$ cat src/rtl/conv_pkg.sv
// Shared types and geometry helpers for the conv-layer sliding-window generator.
package conv_pkg;

  typedef enum logic [1:0] {IDLE, FILL, RUN, DONE} state_e;

  function automatic int clog2(input int v);
    int r;
    r = 0;
    while ((1 << r) < v) r = r + 1;
    return r;
  endfunction

  function automatic int out_w(input int img_w, input int k, input int stride);
    return (img_w - k) / stride + 1;
  endfunction

  function automatic int out_h(input int img_h, input int k, input int stride);
    return (img_h - k) / stride + 1;
  endfunction

endpackage

$ cat src/rtl/conv_line_buf.sv
// Chained (K-1)-row line buffer: row 0 holds the previous image row, row j the row j+1 above current.
// Reads are registered and prefetched one column ahead so the column is ready when its pixel arrives.
module conv_line_buf #(
  parameter int DATA_W = 8,
  parameter int IMG_W  = 32,
  parameter int ROWS   = 6,
  parameter int AW     = 5
) (
  input  logic                   clk_i,
  input  logic                   en_i,
  input  logic [AW-1:0]          wr_col_i,
  input  logic [AW-1:0]          rd_col_i,
  input  logic [DATA_W-1:0]      din_i,
  output logic [ROWS*DATA_W-1:0] col_o
);

  genvar gi;
  generate
    for (gi = 0; gi < ROWS; gi++) begin : g_row
      logic [DATA_W-1:0] mem_q [IMG_W];
      logic [DATA_W-1:0] rd_q;
      logic [DATA_W-1:0] wr_data;

      // Each row is refilled with what the row below held at this column (read-before-write).
      if (gi == 0) begin : g_head
        assign wr_data = din_i;
      end else begin : g_link
        assign wr_data = col_o[(gi-1)*DATA_W +: DATA_W];
      end

      always_ff @(posedge clk_i) begin
        if (en_i) begin
          mem_q[wr_col_i] <= wr_data;
          rd_q            <= mem_q[rd_col_i];
        end
      end

      assign col_o[gi*DATA_W +: DATA_W] = rd_q;
    end
  endgenerate

endmodule

$ cat src/rtl/conv_window_gen.sv
// Sliding KxK window generator: raster pixel stream in, strided flattened windows out with
// valid/ready backpressure, frame markers and filter-pass tagging.
module conv_window_gen
  import conv_pkg::*;
#(
  parameter int DATA_W = 8,
  parameter int IMG_W  = 32,
  parameter int IMG_H  = 32,
  parameter int K      = 7,
  parameter int STRIDE = 1,
  parameter int N_FILT = 5,
  localparam int FW    = (N_FILT > 1) ? clog2(N_FILT) : 1
) (
  input  logic                  clk_i,
  input  logic                  rst_i,
  input  logic [DATA_W-1:0]     pix_i,
  input  logic                  pix_valid_i,
  output logic                  pix_ready_o,
  input  logic                  pix_sof_i,
  output logic [K*K*DATA_W-1:0] win_data_o,
  output logic                  win_valid_o,
  input  logic                  win_ready_i,
  output logic                  win_sof_o,
  output logic                  win_sol_o,
  output logic                  win_eof_o,
  output logic [FW-1:0]         filt_idx_o,
  output logic                  pass_last_o,
  output logic                  err_o
);

  localparam int CW       = clog2(IMG_W);
  localparam int RW       = clog2(IMG_H);
  localparam int WIN_W    = K * K * DATA_W;
  localparam int LAST_COL = K - 1 + (out_w(IMG_W, K, STRIDE) - 1) * STRIDE;
  localparam int LAST_ROW = K - 1 + (out_h(IMG_H, K, STRIDE) - 1) * STRIDE;

  state_e            state_q, state_d;
  logic [CW-1:0]     col_q, col_d;
  logic [RW-1:0]     row_q, row_d;
  logic [FW-1:0]     filt_q, filt_d;
  logic              seen_sof_q, pass_last_q, err_q;
  logic              win_valid_q, win_sof_q, win_sol_q, win_eof_q;
  logic [WIN_W-1:0]  win_q, win_d;

  logic              accept, take, drop, emit;
  logic [CW-1:0]     pix_col, nxt_col;
  logic [RW-1:0]     pix_row;
  logic              col_last, row_last;
  logic [(K-1)*DATA_W-1:0] lb_col;
  logic [K*DATA_W-1:0]     col_vec;

  assign pix_ready_o = !win_valid_q || win_ready_i;
  assign accept      = pix_valid_i && pix_ready_o;
  assign take        = accept && (pix_sof_i || state_q == FILL || state_q == RUN);
  assign drop        = accept && !pix_sof_i && (state_q == IDLE || state_q == DONE);

  // An accepted sof always re-anchors the pixel at (0,0), even mid-frame.
  assign pix_col  = pix_sof_i ? '0 : col_q;
  assign pix_row  = pix_sof_i ? '0 : row_q;
  assign col_last = (pix_col == CW'(IMG_W - 1));
  assign row_last = (pix_row == RW'(IMG_H - 1));
  assign nxt_col  = col_last ? '0 : pix_col + CW'(1);

  assign emit = take && !pix_sof_i && state_q == RUN
             && (col_q >= CW'(K - 1)) && (row_q >= RW'(K - 1))
             && (((col_q - CW'(K - 1)) % CW'(STRIDE)) == '0)
             && (((row_q - RW'(K - 1)) % RW'(STRIDE)) == '0);

  always_comb begin
    state_d = state_q;
    col_d   = col_q;
    row_d   = row_q;
    if (take) begin
      col_d = nxt_col;
      row_d = col_last ? pix_row + RW'(1) : pix_row;
      if (col_last && row_last) begin
        state_d = DONE;
        col_d   = '0;
        row_d   = '0;
      end else if (col_last && pix_row == RW'(K - 2)) begin
        state_d = RUN;
      end else if (pix_sof_i) begin
        state_d = FILL;
      end
    end
  end

  always_ff @(posedge clk_i) begin
    if (rst_i) begin
      state_q <= IDLE;
      col_q   <= '0;
      row_q   <= '0;
    end else begin
      state_q <= state_d;
      col_q   <= col_d;
      row_q   <= row_d;
    end
  end

  conv_line_buf #(
    .DATA_W (DATA_W),
    .IMG_W  (IMG_W),
    .ROWS   (K - 1),
    .AW     (CW)
  ) u_line_buf (
    .clk_i    (clk_i),
    .en_i     (take),
    .wr_col_i (pix_col),
    .rd_col_i (nxt_col),
    .din_i    (pix_i),
    .col_o    (lb_col)
  );

  // Window row r: oldest columns at low addresses, the newly arrived column enters at the right.
  genvar gi, gj;
  generate
    for (gi = 0; gi < K; gi++) begin : g_wrow
      if (gi == K - 1) begin : g_cur
        assign col_vec[gi*DATA_W +: DATA_W] = pix_i;
      end else begin : g_buf
        assign col_vec[gi*DATA_W +: DATA_W] = lb_col[(K-2-gi)*DATA_W +: DATA_W];
      end
      for (gj = 0; gj < K; gj++) begin : g_wcol
        if (gj < K - 1) begin : g_shift
          assign win_d[(gi*K+gj)*DATA_W +: DATA_W] = win_q[(gi*K+gj+1)*DATA_W +: DATA_W];
        end else begin : g_load
          assign win_d[(gi*K+gj)*DATA_W +: DATA_W] = col_vec[gi*DATA_W +: DATA_W];
        end
      end
    end
  endgenerate

  // The shift register doubles as the output data register: no pixel enters while a window is held.
  always_ff @(posedge clk_i) begin
    if (take) win_q <= win_d;
  end

  always_ff @(posedge clk_i) begin
    if (rst_i) begin
      win_valid_q <= 1'b0;
      win_sof_q   <= 1'b0;
      win_sol_q   <= 1'b0;
      win_eof_q   <= 1'b0;
    end else if (emit) begin
      win_valid_q <= 1'b1;
      win_sof_q   <= (col_q == CW'(K - 1)) && (row_q == RW'(K - 1));
      win_sol_q   <= (col_q == CW'(K - 1));
      win_eof_q   <= (col_q == CW'(LAST_COL)) && (row_q == RW'(LAST_ROW));
    end else if (win_ready_i) begin
      win_valid_q <= 1'b0;
      win_sof_q   <= 1'b0;
      win_sol_q   <= 1'b0;
      win_eof_q   <= 1'b0;
    end
  end

  assign filt_d = !seen_sof_q ? filt_q :
                  (filt_q == FW'(N_FILT - 1)) ? '0 : filt_q + FW'(1);

  always_ff @(posedge clk_i) begin
    if (rst_i) begin
      filt_q      <= '0;
      seen_sof_q  <= 1'b0;
      pass_last_q <= 1'b0;
      err_q       <= 1'b0;
    end else if (accept && pix_sof_i) begin
      filt_q      <= filt_d;
      seen_sof_q  <= 1'b1;
      pass_last_q <= (filt_d == FW'(N_FILT - 1));
      err_q       <= 1'b0;
    end else if (drop) begin
      err_q       <= 1'b1;
    end
  end

  assign win_data_o  = win_q;
  assign win_valid_o = win_valid_q;
  assign win_sof_o   = win_sof_q;
  assign win_sol_o   = win_sol_q;
  assign win_eof_o   = win_eof_q;
  assign filt_idx_o  = filt_q;
  assign pass_last_o = pass_last_q;
  assign err_o       = err_q;

endmodule
$ cat config.mk
export PLATFORM = sky130hd
export DESIGN_NAME = conv_window_gen
export DESIGN_NICKNAME = d
export VERILOG_FILES = /design/src/rtl/conv_pkg.sv /design/src/rtl/conv_line_buf.sv /design/src/rtl/conv_window_gen.sv
export SDC_FILE = /design/constraint.sdc
export NUM_CORES = 2
export LEC_CHECK = 0
export ABC_CLOCK_PERIOD_IN_PS = 15100
export BUFFER_PORTS_ARGS = -buffer_cell sky130_fd_sc_hd__buf_2
export CORE_ASPECT_RATIO = 1.1
export CORE_MARGIN = 1
export CORE_UTILIZATION = 45
export CTS_CLUSTER_DIAMETER = 100
export DETAILED_ROUTE_END_ITERATION = 16
export GPL_TIMING_DRIVEN = 0
export PLACE_DENSITY = 0.62
export SYNTH_ARGS = -nofsm -noshare
export SYNTH_HDL_FRONTEND = slang
export SYNTH_SLANG_ARGS = --single-unit
$ cat constraint.sdc
create_clock -name clk_i -period 15.1 [get_ports clk_i]
set_clock_uncertainty 0.05 [all_clocks]
set_input_delay 2.265 -clock clk_i [delete_from_list [all_inputs] [get_ports clk_i]]
set_output_delay 2.265 -clock clk_i [all_outputs]
set_load 0.02 [all_outputs]
# Word-level counts from Yosys, hierarchy flattened
# Memory sizes are Yosys's and may differ from the RTL's. A register that Yosys moved wholly into a read port is not among the register bits.
# Cells that the tools add are included.
classes:
  n_addsub: 3
  n_lt_le_gt_ge: 2
  n_eq_ne: 12
  muxes: 18
  reduce_logical: 24
op_table:
  columns: ["operator", "count"]
  rows:
  - ["two-way mux 5 bit", 6]
  - ["equality test 5 bit (second input constant)", 4]
  - ["equality test 5 x 3 -> 1 bit (second input constant)", 3]
  - ["logical AND 1 bit", 13]
  - ["adder 5 x 1 -> 5 bit (second input constant)", 2]
  - [">= comparator 5 x 3 -> 1 bit (second input constant)", 2]
  - ["two-way mux 1 bit", 7]
  - ["equality test 3 bit (second input constant)", 2]
  - ["two-way mux 2 bit", 3]
  - ["two-way mux 3 bit", 2]
  - ["equality test 2 bit (second input constant)", 2]
  - ["logical OR 1 bit", 4]
  - ["adder 3 x 1 -> 3 bit (second input constant)", 1]
  - ["nonzero test 3 bit", 1]
  - ["equality test 2 x 1 -> 1 bit (second input constant)", 1]
  - ["logical NOT 1 bit", 2]
  - ["logical NOT 2 bit", 1]
  - ["AND reduction 2 bit", 1]
  - ["nonzero test 2 bit", 1]
  - ["OR reduction 2 bit", 1]
totals:
  register_bits: 414
  ram_bits: 1536
  input_bits: 13
  output_inout_bits: 402
  wordCells: 77
  n_memories: 6
memory_table:
  columns: ["memory", "depth", "word_bits", "read_ports", "rd_clocked_by_memory_dff", "wr", "line_no", "text"]
  rows:
  - ["u_line_buf.g_row[0].mem_q", 32, 8, 1, 1, 1, "conv_line_buf.sv:20", "logic [DATA_W-1:0] mem_q [IMG_W];"]
  - ["u_line_buf.g_row[1].mem_q", 32, 8, 1, 1, 1, "conv_line_buf.sv:20", null]
  - ["u_line_buf.g_row[2].mem_q", 32, 8, 1, 1, 1, "conv_line_buf.sv:20", null]
  - ["u_line_buf.g_row[3].mem_q", 32, 8, 1, 1, 1, "conv_line_buf.sv:20", null]
  - ["u_line_buf.g_row[4].mem_q", 32, 8, 1, 1, 1, "conv_line_buf.sv:20", null]
  - ["u_line_buf.g_row[5].mem_q", 32, 8, 1, 1, 1, "conv_line_buf.sv:20", null]

# Longest topological paths before layout
depth:
  depth_word: 9
  depth_mapped: 16
  depth_no_buf: 9

# Cells and area by module
# Synthesis repeated with hierarchy kept, for this count alone.
unflattened:
  hier_cells: 3917
  area_unflattened_um2: 74247.5
modules_own_cells:
  columns: ["mod", "instances", "cells_each", "area_per_inst_um2", "seq_area_each_um2"]
  rows:
  - ["conv_line_buf", 1, 3364, 61207.5, 47565.6]
  - ["conv_window_gen", 1, 553, 13040.0, 12211.7]

# Worst setup path after synthesis
# OpenSTA, ideal clock, no wires.
synth_timing:
  path_kind: "input to register"
  startpoint: "in win_ready_i"
  endpoint: "mem u_line_buf.g_row[0].mem_q[1][0] (enable)"
  setup_time_ns: 0.453
  arrival_time_ns: 11.647
  required_time_ns: 14.597
  setup_slack_ns: 2.950
  cell_stages: 7
  path_buffers: 2
  cell_sequence: "nand2b_1 -> clkbuf_1 -> o311ai_1 -> inv_1 -> buf_2 -> nand2_1 -> nor2_1"
synth_via:
  elab_chain_len: 5
synth_lines:
  columns: ["element", "line_no", "text"]
  rows:
  - ["from (decl)", "conv_window_gen.sv:22", "input logic win_ready_i,"]
  - ["logical OR 1 bit", "conv_window_gen.sv:52", "assign pix_ready_o = !win_valid_q || win_ready_i;"]
  - ["via pix_ready_o", "conv_window_gen.sv:18", "output logic pix_ready_o,"]
  - ["logical AND 1 bit", "conv_window_gen.sv:53", "assign accept = pix_valid_i && pix_ready_o;"]
  - ["logical AND 1 bit", "conv_window_gen.sv:54", "assign take = accept && (pix_sof_i || state_q == FILL || state_q == RUN);"]
  - ["via take", "conv_window_gen.sv:45", "logic accept, take, drop, emit;"]
  - ["two-way mux 1 bit", "conv_line_buf.sv:32", "if (en_i) begin"]
  - ["two-way mux 1 bit (implied by the code)", "conv_line_buf.sv:33", "mem_q[wr_col_i] <= wr_data;"]
  - ["to (decl)", "conv_line_buf.sv:20", null]
# The timed path passes the listed nets, and every way through them passes these cells.

# Worst setup path in the final report
layout_timing:
  startpoint: "in pix_sof_i"
  endpoint: "reg u_line_buf.g_row[5].rd_q[1], read port of u_line_buf.g_row[5].mem_q (data pin)"
layout_via:
  elab_chain_len: 3
  word_cells_on_any_way: 7
  classes_between: "1 x add/sub; 1 x eq/ne; 2 x mux; 3 x reduce/logical"
layout_lines:
  columns: ["element", "line_no", "text"]
  rows:
  - ["from (decl)", "conv_window_gen.sv:19", "input logic pix_sof_i,"]
  - ["two-way mux 5 bit or logical OR 1 bit (tied branches)", "conv_window_gen.sv:58, conv_window_gen.sv:54", null]
  - ["adder 5 x 1 -> 5 bit (tied with other cells)", "conv_window_gen.sv:62", "assign nxt_col = col_last ? '0 : pix_col + CW'(1);"]
  - ["two-way mux 5 bit or logical AND 1 bit (tied branches)", "conv_window_gen.sv:62, conv_window_gen.sv:54", null]
  - ["to (decl)", "conv_line_buf.sv:21", "logic [DATA_W-1:0] rd_q;"]
# Several ways; a longest one is shown, not always the timed one.
# A chain may end at the register's enable or synchronous reset.

==> flow_metrics.env <==
export IMPL_drc=0
export IMPL_gp_routability_congestion=0.753
export IMPL_final_hold_viol_count=0
export IMPL_clock_tree_from_tritoncts="built"
export IMPL_drt_total_wl_mm=160
export IMPL_dr_pass1_iters=8
export IMPL_wl_per_cell_um=26.9
export IMPL_hp_class="register to register"
export IMPL_synth_cells=2992
export IMPL_cts_post_setup_buffers_inserted=0
export IMPL_max_clock_path_buffers=3
export IMPL_vias=33400
export IMPL_powerDensity_nw_per_um2=132
export IMPL_cts_h_tree_lvls=4
export IMPL_slew_viol_final=0
export IMPL_synth_fp_nets=3017
export IMPL_dieArea_sq_um=165000
export IMPL_timing_critical_path_fanout_max=11
export IMPL_timing_final_crit_share_pct=46.6
export IMPL_highest_attainable_clock_frequency_mhz=142
export IMPL_synth_enable_flop_cells=1976
export IMPL_finalCriticalPeriod_ps=7030
export IMPL_synth_warnings=0
export IMPL_rsz0062_at_grt="no"
export IMPL_floorplan_rows=155
export IMPL_fin_worst_hold_slack_ps=367
export IMPL_drive_above_1_share_pct=33.8
export IMPL_first_global_vias=34000
export IMPL_design_final_nets=3699
export IMPL_cts_buffers_inserted=199
export IMPL_netlist_area_sq_um=73400
export IMPL_synth_area_leaders="sky130_fd_sc_hd__edfxtp_1 (81%), sky130_fd_sc_hd__mux4_2 (12%), sky130_fd_sc_hd__mux2i_1 (2.6%), sky130_fd_sc_hd__a221oi_2 (0.98%), sky130_fd_sc_hd__dfxtp_1 (0.60%)"
export IMPL_async_reset_ff_share_pct=0
export IMPL_worst_ep_arrival_time_ps=7530
export IMPL_status="completed"
export IMPL_synth_main_ff_cell="sky130_fd_sc_hd__edfxtp_1"
export IMPL_cts_root_buf="sky130_fd_sc_hd__clkbuf_16"
export IMPL_maxCapViolations=0
export IMPL_gr_total_overflow=0
export IMPL_via_per_inst=5.60
export IMPL_crit_path_start_kind="input pin"
export IMPL_die_width_um=387
export IMPL_power_mw=11.4
export IMPL_setup_worst_path_end_class="register"
export IMPL_synth_top_cell_by_area="sky130_fd_sc_hd__edfxtp_1"
export IMPL_cts_hold_fix_buffers=0
export IMPL_pin_count=415
export IMPL_antenna_violating_nets_post_route=0
export IMPL_synthDominantCellAreaShare_pct=80.8
export IMPL_ys_seq_elements=1998
export IMPL_grtUsageTotal_pct=19.4
export IMPL_timing_setup_critical_path_class="input pin to register"
export IMPL_initial_antenna_violation_count=3
export IMPL_initial_utilization_pct=45.3
export IMPL_final_critical_path_setup_slack_ps=8070
export IMPL_seq_area_frac_synth_pct=81.4
export IMPL_clkSlewWorstSetupHoldPaths_ps=60
export IMPL_worst_ir_drop_vdd_mv=0.113
export IMPL_port_buffers=413
export IMPL_drt_first_iter_violations=2628
export IMPL_cellLeakagePower_nw=28.7
export IMPL_worst_slew_pin_slew_ps=1370
export IMPL_floorplan_die_height_um=426
export IMPL_placeableCoreArea_sq_um=162000
export IMPL_synth_cell_types=49
export IMPL_numClockSinks=1998
export IMPL_wire_length_of_the_first_global_routing_pass_mm=233
export IMPL_clock_latency_late_sink_ps=840
export IMPL_grt_start_max_net_pins=121
export IMPL_critPathRequiredTime_ps=15600
export IMPL_synthesized_area_per_cell_sq_um=24.5
export IMPL_post_cts_resized=0
export IMPL_synthToLayoutAreaGrowth_pct=17.0
export IMPL_dp_worst_setup_slack_ps=7170
export IMPL_endpoints_failing_setup=0
export IMPL_normalized_max_slew_margin_pct=8.79
export IMPL_post_detail_place_hpwl_mm=103
[layer usage]
metal / GRT usage, % / vias to the layer above / routed length [um]
li1: - / 14200 / -
met1: 26.8 / 18000 / 68100
met2: 32.2 / 1054 / 80100
met3: 3.45 / 206 / 9060
met4: 5.07 / 0 / 3070
met5: 0 / - / 0
[cell families after synthesis]
logic type                 count (synthesis)  share of synthesized area, %
and+or+nand+nor                          117                         0.789
DFF                                     1998                          81.4
muxes                                    576                          14.4
buffers and inverters                    148                          1.24
xor gates and xnor gates                   2                        0.0341
AOI/OAI and AO/OA                        139                          1.89
adders and majority gates                 12                         0.205
[per-stage QoR]
stage	utilization [%]	setup TNS (ps)	instances	area, sq um
2_1_floorplan	-	0	2992	73400
3_3_place_gp	48.2	-4928200	5524	78100
3_5_place_dp	49.2	0	5592	79800
4_1_cts	53.0	0	5956	85900
5_1_grt	53.0	0	5956	85900
6_report	53.0	0	5957	85900
[cells in the final DEF, fill, tap and decap left out, drive strengths merged, types with 4 or more instances in the layout]
cell and n:
a21oi 24, a221oi 48, a22o 48, and3 5, buf 561, bufinv 9
clkbuf 312, clkinv 87, clkinvlp 5, dfxtp 22, edfxtp 1976, ha 12
inv 19, mux2i 192, mux4 384, nand2 22, nand3 8, nand3b 6
nor2 48, nor2b 8, nor3 4, o21ai 8
[layout make-up]
class,count,area (sq um)
diodes,1,2.50
fillers,12400,76200
repair buffers,481,3460
plain buffers,138,881
multi-input cells,846,13000
clock inverters,110,872
well taps,2119,2650
clock buffers,254,5260
inverters,10,37.5
flip-flops and latches,1998,59800
[registers in the layout, indices dropped and copies added, names as in the netlist]
| register | count |
|---|---|
| win_sol_o | 1 |
| win_sof_o | 1 |
| seen_sof_q | 1 |
| u_line_buf.g_row.mem_q | 1536 |
| u_line_buf.g_row.rd_q | 48 |
| win_valid_o | 1 |
| filt_idx_o | 3 |
| win_data_o | 392 |
| err_o | 1 |
| col_q | 5 |
| row_q | 5 |
| win_eof_o | 1 |
| state_q | 2 |
| pass_last_o | 1 |
[critical path: stages]
cell                       delay, ps
sky130_fd_sc_hd__buf_6           130
sky130_fd_sc_hd__nor2b_4         110
sky130_fd_sc_hd__buf_6           270
sky130_fd_sc_hd__buf_12          250
sky130_fd_sc_hd__buf_8           250
sky130_fd_sc_hd__buf_6           250
sky130_fd_sc_hd__ha_1            260
sky130_fd_sc_hd__and3_1          190
sky130_fd_sc_hd__ha_1            160
sky130_fd_sc_hd__clkbuf_1        370
sky130_fd_sc_hd__nor2_1          350
sky130_fd_sc_hd__a21boi_0        980
sky130_fd_sc_hd__clkbuf_1        770
sky130_fd_sc_hd__buf_2           440
sky130_fd_sc_hd__a22o_1          310
sky130_fd_sc_hd__a221oi_2         70
[synth_stat cells, types with 8 or more instances]
master / count
sky130_fd_sc_hd__edfxtp_1: 1976
sky130_fd_sc_hd__a221oi_2: 48
sky130_fd_sc_hd__nand2_1: 22
sky130_fd_sc_hd__nand3_1: 8
sky130_fd_sc_hd__ha_1: 12
sky130_fd_sc_hd__o21ai_0: 8
sky130_fd_sc_hd__buf_6: 24
sky130_fd_sc_hd__a22o_1: 48
sky130_fd_sc_hd__buf_2: 32
sky130_fd_sc_hd__clkbuf_1: 56
sky130_fd_sc_hd__a21oi_1: 24
sky130_fd_sc_hd__dfxtp_1: 22
sky130_fd_sc_hd__mux2i_1: 192
sky130_fd_sc_hd__buf_4: 17
sky130_fd_sc_hd__nor2_1: 48
sky130_fd_sc_hd__inv_1: 10
sky130_fd_sc_hd__mux4_2: 384
[power by group]
group	internal, mW	switching [mW]	leakage (nW)
Combinational	0.167	0.269	7.54
Sequential	6.19	0.0808	18.2
Clock	2.61	2.05	2.99
[path summary, 6_finish.rpt]
path | endpoint | slack [ps] | cells past startpoint | startpoint
max | u_line_buf.g_row[5].rd_q[1] | 8070 | 16 | pix_sof_i
min | win_data_o[48] | 370 | 0 | u_line_buf.g_row[5].rd_q[0]
max reg2reg | u_line_buf.g_row[5].rd_q[1] | 9190 | 15 | col_q[0]
min reg2reg | win_data_o[48] | 370 | 0 | u_line_buf.g_row[5].rd_q[0]
No activity file was read; power rests on OpenSTA's default activity.
